==> config.mk <==
export PLATFORM = sky130hd
export DESIGN_NAME = chk_sync_fifo
export DESIGN_NICKNAME = d
export VERILOG_FILES = /design/src/rtl/chk_sync_fifo.sv
export SDC_FILE = /design/constraint.sdc
export NUM_CORES = 1
export LEC_CHECK = 0
export CAP_MARGIN = 20
export CORE_MARGIN = 1
export CORE_UTILIZATION = 60
export DETAILED_ROUTE_END_ITERATION = 16
export PLACE_DENSITY = 0.85
export SLEW_MARGIN = 40
export SYNTH_ARGS = -nofsm -noshare
export SYNTH_HDL_FRONTEND = slang
export SYNTH_SLANG_ARGS = --single-unit
export TNS_END_PERCENT = 1
==> constraint.sdc <==
create_clock -name clk -period 14 [get_ports clk]
set_clock_uncertainty 0.05 [all_clocks]
set_input_delay 4.2 -clock clk [delete_from_list [all_inputs] [get_ports clk]]
set_output_delay 4.2 -clock clk [all_outputs]
set_load 0.02 [all_outputs]
==> src/rtl/chk_sync_fifo.sv <==
// Single-clock FIFO holding the expected blocks until the matching DUT block arrives.
// Pointers carry one extra wrap bit so full and empty are distinguishable.
module chk_sync_fifo #(
  parameter int W     = 64,
  parameter int DEPTH = 16
) (
  input  logic         clk,
  input  logic         rst,
  input  logic         push_i,
  input  logic [W-1:0] data_i,
  input  logic         pop_i,
  output logic [W-1:0] data_o,
  output logic         full_o,
  output logic         empty_o
);

  localparam int AW = $clog2(DEPTH);
  localparam logic [AW:0] PTR_ONE = 1;

  logic [W-1:0] mem_q [DEPTH];
  logic [AW:0]  wr_ptr_q;
  logic [AW:0]  rd_ptr_q;
  logic         do_push;
  logic         do_pop;

  // A push is refused while full even if a pop happens in the same cycle.
  assign do_push = push_i & ~full_o;
  assign do_pop  = pop_i & ~empty_o;

  assign empty_o = (wr_ptr_q == rd_ptr_q);
  assign full_o  = (wr_ptr_q[AW] != rd_ptr_q[AW]) &&
                   (wr_ptr_q[AW-1:0] == rd_ptr_q[AW-1:0]);
  assign data_o  = mem_q[rd_ptr_q[AW-1:0]];

  // Pointer update; reset empties the FIFO.
  always_ff @(posedge clk) begin
    if (rst) begin
      wr_ptr_q <= '0;
      rd_ptr_q <= '0;
    end else begin
      if (do_push) wr_ptr_q <= wr_ptr_q + PTR_ONE;
      if (do_pop)  rd_ptr_q <= rd_ptr_q + PTR_ONE;
    end
  end

  // Storage write; contents need no reset since the pointers gate visibility.
  always_ff @(posedge clk) begin
    if (do_push) mem_q[wr_ptr_q[AW-1:0]] <= data_i;
  end

endmodule

Yosys cells after proc, flatten, opt, wreduce, memory -nomap -nowiden:

Memory sizes are Yosys's and may differ from the RTL's. A register that Yosys moved wholly into a read port is not among the register bits.
Index checks and enable logic that the tools add are counted.
Widths: inputs -> output; s select.

* input port bits: 68
* memories: 1
* memory bits (writable): 1024
* output and inout bits: 66
* register bits after elaboration: 10

Memory list
* mem_q: words 16, bits a word 64, read ports 1, clocked after memory_dff 1, write ports 1, line 20 `logic [W-1:0] mem_q [DEPTH];`

* add/sub/neg operators: 2
* bitwise gates (word level): 4
* equal/unequal tests: 3
* mux-type cells: 4
* reduce and logical (&&, ||, !) cells: 1

Operators by type and width (count)
* $add 5x1->5 const B: 2
* $mux 4: 2
* $eq 5x5->1: 1
* $eq 4x4->1: 1
* $and 1x1->1: 2
* $mux 1: 2
* $not 1->1: 2
* $logic_and 1x1->1: 1
* $ne 1x1->1: 1

Longest topological paths before layout:

* word-level depth: 6
* gate-level depth with buffers: 6
* depth with buffers taken out: 4

Worst setup path before layout:

OpenSTA, ideal clock, no wires.

* kind: input-to-reg
* start point: input port push_i
* end point: register wr_ptr_q[4]
* slack: 5.866 ns
* setup time: 0.074 ns
* data arrival time: 8.010 ns
* stages on the path: 3
* cell sequence: nand3_1 a21oi_1 mux2_2

* cells in the longest elaborated chain, start to end: 1

RTL lines
* from (decl): line 9 `input logic push_i,`
* $and 1x1->1: line 27 `assign do_push = push_i & ~full_o;`
* to (signal assigned): line 41 `if (do_push) wr_ptr_q <= wr_ptr_q + PTR_ONE;`
* to (decl): line 21 `logic [AW:0] wr_ptr_q;`

Every way passes these cells.
A chain may end at the register's enable or synchronous reset.

==> reports/metrics.csv <==
stage,metric,value,unit
clock_network,max-clock-path-buffers,3,
timing,drv_slew,0,
setup_path,crit_type,reg -> out,
min_path,min_path_type,reg -> reg,
place,gp_congestion,0.7465,
timing,finalSetupViolations,0,
run_status,outcome,finished clean,
global_routing,grt_start_max_net_pins,64,
timing,fin_setup_tns,0,ns
die,die_w,258.0,microns
synth,netlist_area,39310,sq um
clock_network,clk_latency,0.65,ns
synth,seq_area_frac_synth,0.7893,
route,first_pass_iters,5,
final_layout,synthToLayoutAreaGrowth,14.38,%
pwr,power_leakage,13.57,nW
timing,fmax,112.3,MHz
setup_path,critPathMaxFanout,63,
run,drv_cap,0,
die,dieArea,66550,sq um
clock_network,clkTransAtPathRegs,0.06,ns
place,hpwl,43.32,mm
clock_network,ctsResizeCount,0,
final_layout,drive_gt1_frac,0.2860,
synth,synth_area_leaders,"edfxtp_1, mux4_2, dfxtp_1",
setup_path,cp.arrival,4.66,ns
timing,finalCriticalPeriod,8.905,ns
synth,yosysTopAreaCellShare,0.7822,
pwr,pwr-share-comb,0.131,
setup_path,critical_path.max_stage_delay,0.61,ns
setup_path,cpLargestDelayFamily,buffers and inverters,
synth,synth_edf_count,1024,
global_routing,grt_usage,0.3027,
route,wl,98.39,mm
pwr,sw_frac_of_total,0.2313,
route,drtIter0Drc,2704,
die,start_util,0.6087,
clock_network,cts_setup_buffers,0,
place,port_buffers,133,
synth,yosys_warnings,0,
timing,rsz0062_at_grt,no,
route,final_antenna_net_count,0,
pwr,seq_power_share,0.493,
setup_path,worst_ep_required_time,9.75,ns
clock_network,cts_tree,done,
die,num_rows,93,
route,drc,0,
global_routing,grt_pass1_vias,19380,
die,ios,134,
clock_network,cts_hold_buf,0,
setup_path,worstPathCellList,buf_6 > buf_12 > buf_16 > buf_16 > mux4_2 > mux4_2 > clkdlybuf4s50_1,
global_routing,antenna_found_initial,14,
timing,slew_headroom,0.3876,
die,die_y,258.0,microns
clock_network,cts_root_buffer,clkbuf_16,
timing,finalCritPeriodShare,0.6361,
setup_path,slowest_stage,dfxtp_4,
timing,worst_pin_slew,0.9186,ns
synth,synth_top_flop_cell,edfxtp_1,
setup_path,start_kind,flop,
pwr,pwr-share-clk,0.376,
route,vias,18550,
die,core,64580,sq um
route,vias_per_cell,6.995,
global_routing,grt_first_pass_wirelength,139.6,mm
setup_path,cp_num_buf_inv,5,
final_layout,nets,1782,
global_routing,grt_overflow,0,
pwr,p_int,0.005425,W
clock_network,numCtsBuffers,96,
clock_network,cts_sinks,1038,
synth,yosysTopAreaCell,edfxtp_1,
route,wl_per_cell,37.10,microns
clock_network,htree_levels,3,
synth,syn-num-nets,1594,
pwr,ir_worst_vdd,0.09036,mV
synth,synthCells,1521,
synth,ys_ff_latch,1038,
final_layout,fin_util,0.6963,
setup_path,end_kind,output pin,
synth,async_flop_share,0,
synth,syn_avg_cell_area,25.85,sq um
synth,ys_types,36,
pwr,power.switching,0.001633,W
timing,final_hold_viol_count,0,
pwr,p_per_area,157.0,nW/um^2
[power groups by stage]
stage          logic (W)  clock network, W  registers, W
4_1_cts         0.000933           0.00267       0.00348
2_1_floorplan   0.000626                 0       0.00353
3_5_place_dp    0.000903                 0       0.00355
5_1_grt         0.000966           0.00277       0.00349
3_3_place_gp    0.000843                 0       0.00356
6_report        0.000924           0.00265       0.00348
[worst paths after layout]
check / from / endpoint / slack [ns] / depth (start not counted)
max: flop / data_o[5] / 5.09 / 7
min reg2reg: rd_ptr_q[1]$_SDFFE_PP0P_ / flop / 0.50 / 2
min: rd_ptr_q[1]$_SDFFE_PP0P_ / flop / 0.50 / 2
max reg2reg: wr_ptr_q[2]$_SDFFE_PP0P_ / mem_q[11][43]$_DFFE_PP_ / 10.25 / 5
[tightest hold or removal path, stage by stage, from the launching register on]
cell,delay (ns)
dfxtp_1,0.35
nand2_1,0.09
mux2i_1,0.07
[sequential cells by signal (all words and copies together) (netlist names), named ones only]
signal and count:
mem_q 1024, rd_ptr_q 5, wr_ptr_q 5
[cells by family (layout without fill, tap and decap cells)]
family,count (synthesis),after routing,synth area share
flip-flops,1038,1038,0.7893
multiplexers,327,327,0.1857
buffers and inverters,85,354,0.01232
AO/OA/AOI/OAI,20,20,0.003787
other,0,7,0
XOR/XNOR,6,6,0.001337
AND/OR/NAND/NOR,40,40,0.005984
adder cells (fa/ha/maj),5,5,0.001591
[area by class of cell]
class                           instances  area, sq um
Tap cell                              855         1070
Fill cell                            3413        19620
Clock buffer                          114         2534
Timing Repair Buffer                  166         1795
Inverter                                9        33.78
Antenna cell                            7        17.52
Clock inverter                         65        596.8
Multi-Input combinational cell        398         7874
Sequential cell                      1038        31040
[cells in the mapped netlist (all sizes together) (3+ instances only)]
master and count:
nor2 8, ha 5, xnor2 5, clkbuf 31
nand4 4, edfxtp 1024, nand2 3, inv 8
and4 6, and3 12, mux2 5, nor2b 3
o311ai 4, dfxtp 14, a21oi 5, mux4 320
buf 45
[metal layers]
layer	global-route usage	vias to the layer above	part of all wire
met3	0.07352	245	0.11
met5	0	-	0.00098
met4	0.1206	16	0.036
met2	0.4985	1437	0.51
met1	0.3944	9791	0.35
li1	-	7062	-
[cells in the final DEF (no fill, tap or decap), drive strengths merged]
cell type,count
a311o,2
clkinvlp,6
clkinv,46
clkbuf,114
mux4,320
nor4,1
nand2,3
o2111ai,1
dfxtp,14
and2,1
buf,33
bufinv,11
o31ai,1
o311ai,4
nand3,2
nor2,8
and3,12
mux2i,2
nand4,4
and4,6
clkdlybuf4s50,133
a21boi,1
edfxtp,1024
xnor2,5
diode,7
o211ai,1
mux2,5
nor2b,3
a211o,1
inv,11
xor2,1
a211oi,2
a21oi,5
o21ai,2
ha,5
[metrics by stage]
stage	worst slack (ns)	std cells	total power (W)	hold slack [ns]	instance area, sq um
after global placement	5.829	2457	0.004399	0.4744	41560
final	5.095	2652	0.007058	0.5048	44970
after detailed placement	5.840	2466	0.004449	0.4971	41820
after global routing	5.002	2649	0.007218	0.5392	44960
after floorplan	5.866	1521	0.004156	0.4477	39310
after CTS	5.052	2645	0.007086	0.5077	44950
No activity file was read; power rests on OpenSTA's default activity.
